[src/rtl/bubble_loop_pkg.sv]
// Shared types and constants for the bubble-sort loop index generator.
// Latency: n/a (declarations only).
// Backpressure: n/a (declarations only).
//
// Contents:
//   DEFAULT_WIDTH : default bit width of LEN and the I/J indices
//   state_t       : sequencer state (IDLE, RUN, FIN)
package bubble_loop_pkg;

  localparam int DEFAULT_WIDTH = 5;

  typedef enum logic [1:0] {
    IDLE = 2'd0,
    RUN  = 2'd1,
    FIN  = 2'd2
  } state_t;

endpackage

[src/rtl/counter_ld.sv]
// Loadable up-counter used for the pass index I and the compare index J.
// Latency: q updates one cycle after clr/load/en.
// Backpressure: none; en simply holds the count when low.
//
// Ports:
//   clk   : rising-edge clock
//   rst_n : asynchronous active-low reset, q -> 0
//   clr   : synchronous clear, highest priority after reset
//   load  : synchronous load of p_in, beats en
//   en    : increment by one
//   p_in  : load value
//   q     : current count
module counter_ld
  import bubble_loop_pkg::*;
#(
  parameter int WIDTH = DEFAULT_WIDTH
) (
  input  logic             clk,
  input  logic             rst_n,
  input  logic             clr,
  input  logic             load,
  input  logic             en,
  input  logic [WIDTH-1:0] p_in,
  output logic [WIDTH-1:0] q
);

  always_ff @(posedge clk or negedge rst_n) begin
    if (!rst_n) begin
      q <= '0;
    end else if (clr) begin
      q <= '0;
    end else if (load) begin
      q <= p_in;
    end else if (en) begin
      q <= q + WIDTH'(1);
    end
  end

endmodule

[src/rtl/bubble_loop_counter.sv]
// Nested-loop (I,J) compare-position generator for the bubble-sort controller.
// Latency: indices move the cycle after an accepted step; done pulses the cycle after the final step.
// Backpressure: step low holds all state; start while busy and step outside RUN are ignored.
//
// Optional feature: define BUBBLE_LOOP_EARLY_EXIT_EN to add the no_swap input,
// which ends the run at the end of any pass in which no swap happened.
//
// Ports:
//   clk      : rising-edge clock
//   rst_n    : asynchronous active-low reset
//   start    : begin a run (accepted only in IDLE)
//   len      : array length, latched on an accepted start
//   step     : advance to the next compare position (honoured only in RUN)
//   clr      : synchronous abort to IDLE, beats start and step
//   no_swap  : (early-exit build only) no swap in the pass being completed
//   busy     : high in RUN and FIN
//   i_idx    : current pass index
//   j_idx    : current compare index (pair j, j+1)
//   j_last   : combinational, j_idx is the last compare of this pass
//   pass_end : one-cycle pulse after the step that completed a pass
//   done     : one-cycle pulse, run complete
module bubble_loop_counter
  import bubble_loop_pkg::*;
#(
  parameter int WIDTH = DEFAULT_WIDTH
) (
  input  logic             clk,
  input  logic             rst_n,
  input  logic             start,
  input  logic [WIDTH-1:0] len,
  input  logic             step,
  input  logic             clr,
`ifdef BUBBLE_LOOP_EARLY_EXIT_EN
  input  logic             no_swap,
`endif
  output logic             busy,
  output logic [WIDTH-1:0] i_idx,
  output logic [WIDTH-1:0] j_idx,
  output logic             j_last,
  output logic             pass_end,
  output logic             done
);

  state_t           state_q;
  state_t           state_d;
  logic [WIDTH-1:0] len_q;

  // Limits are kept one bit wider so len_q-2 cannot alias when len_q < 2;
  // in RUN len_q >= 2 and i_idx <= len_q-2, so the real values never go negative.
  logic [WIDTH:0]   j_limit;
  logic [WIDTH:0]   i_limit;

  logic             short_len;
  logic             start_acc;
  logic             step_acc;
  logic             pass_done;
  logic             early_exit;
  logic             final_pass;

  logic             idx_clr;
  logic             i_en;
  logic             j_en;
  logic             j_load;

  // ------------------------------------------------------------------
  // Limit compare and handshake qualification
  // ------------------------------------------------------------------
  always_comb begin
    i_limit    = {1'b0, len_q} - (WIDTH+1)'(2);
    j_limit    = i_limit - {1'b0, i_idx};
    j_last     = (state_q == RUN) && ({1'b0, j_idx} == j_limit);

    short_len  = ({1'b0, len} < (WIDTH+1)'(2));
    start_acc  = (state_q == IDLE) && start && !clr;
    step_acc   = (state_q == RUN) && step && !clr;
    pass_done  = step_acc && j_last;

`ifdef BUBBLE_LOOP_EARLY_EXIT_EN
    early_exit = no_swap;
`else
    early_exit = 1'b0;
`endif
    final_pass = ({1'b0, i_idx} == i_limit) || early_exit;
  end

  // ------------------------------------------------------------------
  // FSM: next state
  // ------------------------------------------------------------------
  always_comb begin
    state_d = state_q;
    unique case (state_q)
      IDLE: begin
        if (start_acc) begin
          state_d = short_len ? FIN : RUN;
        end
      end
      RUN: begin
        if (pass_done && final_pass) begin
          state_d = FIN;
        end
      end
      FIN: begin
        state_d = IDLE;
      end
      default: begin
        state_d = IDLE;
      end
    endcase
    if (clr) begin
      state_d = IDLE;
    end
  end

  always_ff @(posedge clk or negedge rst_n) begin
    if (!rst_n) begin
      state_q <= IDLE;
    end else begin
      state_q <= state_d;
    end
  end

  // ------------------------------------------------------------------
  // Index counter controls
  // ------------------------------------------------------------------
  always_comb begin
    // Indices return to zero on abort, on a new run and when leaving FIN;
    // on the final pass they hold so the last compare position stays visible in FIN.
    idx_clr = clr || start_acc || (state_q == FIN);
    i_en    = pass_done && !final_pass;
    j_load  = pass_done && !final_pass;
    j_en    = step_acc && !j_last;
  end

  counter_ld #(
    .WIDTH (WIDTH)
  ) u_i_cnt (
    .clk   (clk),
    .rst_n (rst_n),
    .clr   (idx_clr),
    .load  (1'b0),
    .en    (i_en),
    .p_in  ('0),
    .q     (i_idx)
  );

  // J restarts each pass by loading zero.
  counter_ld #(
    .WIDTH (WIDTH)
  ) u_j_cnt (
    .clk   (clk),
    .rst_n (rst_n),
    .clr   (idx_clr),
    .load  (j_load),
    .en    (j_en),
    .p_in  ('0),
    .q     (j_idx)
  );

  // ------------------------------------------------------------------
  // Length latch and output pulses
  // ------------------------------------------------------------------
  always_ff @(posedge clk or negedge rst_n) begin
    if (!rst_n) begin
      len_q    <= '0;
      pass_end <= 1'b0;
      done     <= 1'b0;
    end else begin
      if (start_acc) begin
        len_q <= len;
      end
      pass_end <= pass_done;
      // FIN lasts exactly one cycle, so flagging entry into FIN gives a single pulse.
      done     <= (state_d == FIN) && (state_q != FIN);
    end
  end

  assign busy = (state_q != IDLE);

endmodule
[config.mk]
export PLATFORM = sky130hd
export DESIGN_NAME = bubble_loop_counter
export DESIGN_NICKNAME = d
export VERILOG_FILES = /design/src/rtl/bubble_loop_pkg.sv /design/src/rtl/counter_ld.sv /design/src/rtl/bubble_loop_counter.sv
export SDC_FILE = /design/constraint.sdc
export NUM_CORES = 1
export LEC_CHECK = 0
export CORE_ASPECT_RATIO = 0.5
export CORE_MARGIN = 2
export CORE_UTILIZATION = 30
export CTS_CLUSTER_SIZE = 25
export DETAILED_ROUTE_END_ITERATION = 8
export GPL_ROUTABILITY_DRIVEN = 0
export SLEW_MARGIN = 15
export SYNTH_ARGS = -nofsm -noshare
export SYNTH_HDL_FRONTEND = slang
export SYNTH_HIERARCHICAL = 1
export SYNTH_SLANG_ARGS = --single-unit
[constraint.sdc]
create_clock -name clk -period 9.93 [get_ports clk]
set_clock_uncertainty 0.05 [all_clocks]
set_input_delay 0.993 -clock clk [delete_from_list [all_inputs] [get_ports clk]]
set_output_delay 0.993 -clock clk [all_outputs]
set_load 0.02 [all_outputs]
==> impl_results.rst <==
.. list-table::
   :header-rows: 1

   * - Metric
     - Value
   * - Run status
     - complete, no violations
   * - Number of instances on the worst hold path
     - 1
   * - Internal power
     - 0.1631 mW
   * - Largest net degree at the start of global routing
     - 20
   * - Vias in the first global route
     - 1023
   * - Routed len/inst
     - 11.80 um
   * - Register bit total from synthesis
     - 19
   * - Actual transition at the worst max-transition pin
     - 887.3 ps
   * - Effective utilization at floorplan
     - 0.3248
   * - Post-synth EDFFs
     - 0
   * - Setup repair after global routing missed its margin
     - false
   * - Commonest non-fill, non-tap cells in the layout
     - clkdlybuf4s50_1, dfrtp_1, inv_1, xnor2_1, conb_1
   * - Final HPWL DP
     - 2113 um
   * - Library cell occupying the most area in the post-synthesis netlist
     - dfrtp_1
   * - Worst reg2reg endpoint
     - u_i_cnt/q[1]
   * - Site Rows
     - 16
   * - Die W
     - 97.81 um
   * - Final Hold Violating Endpoints
     - 0
   * - Proportion of synthesized flip-flops having asynchronous set or reset
     - 1.000
   * - Placed insts
     - 226
   * - Leakage component of the power
     - 0.7138 nW
   * - Number of nets with antenna violations after routing
     - 0
   * - Fin crit share
     - 0.4158
   * - Capturing element type of the critical path
     - primary output
   * - Global Route Usage Sum
     - 0.1232
   * - Number of CTS-inserted buffers
     - 3
   * - Path type of the worst min-delay path
     - reg -> reg
   * - Met3 usage
     - 0.03694
   * - Crit-path cells
     - inv_1 -> ha_1 -> xor2_1 -> ha_1 -> o21ai_0 -> a21oi_1 -> nor4_2 -> a311oi_2 -> nor2_1 -> clkdlybuf4s50_1
   * - Total Wirelength
     - 2713 um
   * - Slowest stage delay, CP
     - 550 ps
   * - Worst hold slack across all endpoints
     - 510.0 ps
   * - Reported net switching power
     - 0.09390 mW
   * - Sink Count
     - 19
   * - Port Buf Inserts
     - 23
   * - Global-route congestion overflow total
     - 0
   * - Cell area power density
     - 150.8 nW/um2
   * - Crit path time final
     - 4129 ps
   * - Cell mode on critical path
     - ha_1
   * - Layout overhead on the synthesized area
     - 29.10%
   * - Count of placed standard cells in the final layout, fillers left out
     - 230
   * - Height of the die
     - 50.91 um
   * - Drt pass-1 iters
     - 4
   * - CTS hold repair buffers
     - 0
   * - Post-layout power
     - 0.2570 mW
   * - Biggest area contributors in the synthesized netlist
     - dfrtp_1, xnor2_1, ha_1
   * - Core Area
     - 4064 um2
   * - Number of primary I/O pins
     - 24
   * - Final setup violation count
     - 0
   * - Proportion of netlist area held by the largest area contributor
     - 0.3602
   * - Element type at the critical path start
     - flop
   * - Register-to-register path setup slack
     - 6720 ps
   * - CTS tree
     - built
   * - Slew Limit Headroom
     - 0.4066
   * - Required time reported for the critical path endpoint
     - 8890 ps
   * - Post-CTS clock slew at the launch and capture registers of the worst setup and hold paths
     - 70 ps
   * - Number of max-slew violations in the final report
     - 0
   * - CP max-delay cell
     - clkdlybuf4s50_1
   * - Full die area
     - 4979 um2
   * - Detailed Route Iter0 Violations
     - 40
   * - Switching power as a share of total power
     - 0.3653
   * - Layout cell share with drive strength beyond 1
     - 0.07386
   * - Met2 track demand over resource
     - 0.1862
   * - Nets
     - 196
   * - Most frequent standard cell in the layout excluding fill and tap cells
     - clkdlybuf4s50_1
   * - H-Tree Level Count
     - 1
   * - Hold Path End
     - len_q[4]
   * - Clock latency at the later pin of the worst-skew pair
     - 250 ps
   * - Post-DR vias/cell
     - 4.478
   * - Yosys cell types
     - 36
   * - CP Data Arrival Time
     - 3090 ps
   * - Mean instance size in the synthesized netlist
     - 9.429 um2
   * - DRC violation count after routing
     - 0
   * - Area of the mapped netlist
     - 1320 um2
   * - Proportion of synthesized chip area in sequential cells
     - 0.3602
   * - Antenna Diode Count
     - 0
   * - Number of vias in the routed layout
     - 1030
   * - Number of synthesis warnings
     - 6
   * - Combinational share of power
     - 0.443
   * - Global-route layer with the greatest usage
     - met2
   * - First-pass GRT wire length
     - 4892 um
   * - Clock network power share
     - 0.209
   * - Post_cts resized
     - 0
   * - Highest achievable clock rate
     - 0.2422 GHz
   * - Worst-path maximum fanout
     - 7
   * - Top flip-flop cell by instance count after synthesis
     - dfrtp_1
   * - GR Layer Usage met1
     - 0.1769
   * - Part of the total power dissipated in sequential elements
     - 0.348
   * - Worst Reg2Reg Path Length in Cells
     - 13
   * - Buffer type at the clock tree root
     - clkbuf_8
   * - Initial antenna violation count
     - 0
   * - Total setup buffers inserted after CTS
     - 0
   * - Summed negative setup slack over all endpoints
     - 0 ps
   * - Setup CP Type
     - reg -> out
   * - Number of standard cells after synthesis
     - 140
   * - Fraction of the core area covered by cells at the end of the flow
     - 0.4193
   * - Beginning of the worst register-to-register path
     - len_q[1]
   * - Max-capacitance violation count
     - 0
   * - Hold Path Origin
     - len_q[4]
   * - CTS Buffer Depth
     - 2
   * - Peak ir drop on the vdd network
     - 0.04900 mV
## through the flow
step / cell area, um2 / setup slack (ps)
after floorplan: 1358 / 6781
after global placement: 1659 / 6188
after detailed placement: 1659 / 6101
after CTS: 1704 / 5806
after global routing: 1704 / 5588
final: 1704 / 5802
## layout make-up
type,count,area (um2)
sequential,19,475.5
multi-input combinational,115,825.8
tap,54,67.56
timing repair buffer,24,237.7
inverter,14,52.55
clock buffer,4,45.04
fill,393,2360
## cells by family (layout without fill, tap and decap cells)
family | after synthesis | after routing | synth area share
simple gates | 40 | 40 | 0.1659
buf+inv | 16 | 42 | 0.04739
mux | 8 | 8 | 0.06445
other cells | 1 | 11 | 0.002841
xor+xnor | 18 | 18 | 0.1194
flops | 19 | 19 | 0.3602
compound gates | 29 | 29 | 0.1488
fa+ha+maj | 9 | 9 | 0.09100
## flip-flops by register name (all words and copies together) (netlist names)
register and cells:
len_q 5, pass_end 1, state_q 2, u_j_cnt/q 5
done 1, u_i_cnt/q 5
## cell usage after synthesis, types with 2 or more instances
library cell  number
xor2_1             6
nand2b_1           2
o21a_1             6
a21oi_1            9
nor3_1             3
nand2_1            9
buf_2              2
nor4_1             2
dfrtp_1           19
mux2i_1            4
o21ai_0            4
o31ai_1            3
mux2_2             2
nand4_1            6
xnor2_1           12
inv_1             14
mux2_1             2
nor2_1            10
ha_1               8
## worst max path at each step
stage	from	to	cells after the start
floorplan	len_q[1]	j_last	9
global placement	len_q[1]	j_last	10
detailed placement	len_q[1]	j_last	10
CTS	len_q[1]	j_last	10
global route	len_q[1]	j_last	10
finish	len_q[1]	j_last	10
## worst max-delay path, delay by kind of cell (launching register included)
family,cells,cell delay (ps)
compound gates,3,880
xor+xnor,1,170
fa+ha+maj,2,590
buf+inv,2,640
flops,1,400
simple gates,2,150
## power groups by stage
stage / registers (mW) / logic (mW) / clock network [mW]
detailed placement: 0.0911 / 0.114 / 0
CTS: 0.0895 / 0.115 / 0.0566
finish: 0.0895 / 0.114 / 0.0536
global route: 0.0904 / 0.131 / 0.0600
global placement: 0.0910 / 0.112 / 0
floorplan: 0.0914 / 0.0858 / 0
## metal layers
layer	wire length (um)	vias to the layer above	part of all wire
met3	98	0	0.036
met1	1527	461	0.56
met2	1087	16	0.40
met4	0	0	0
met5	0	-	0
li1	-	553	-
Note: power is estimated with default switching activity, not from simulation.
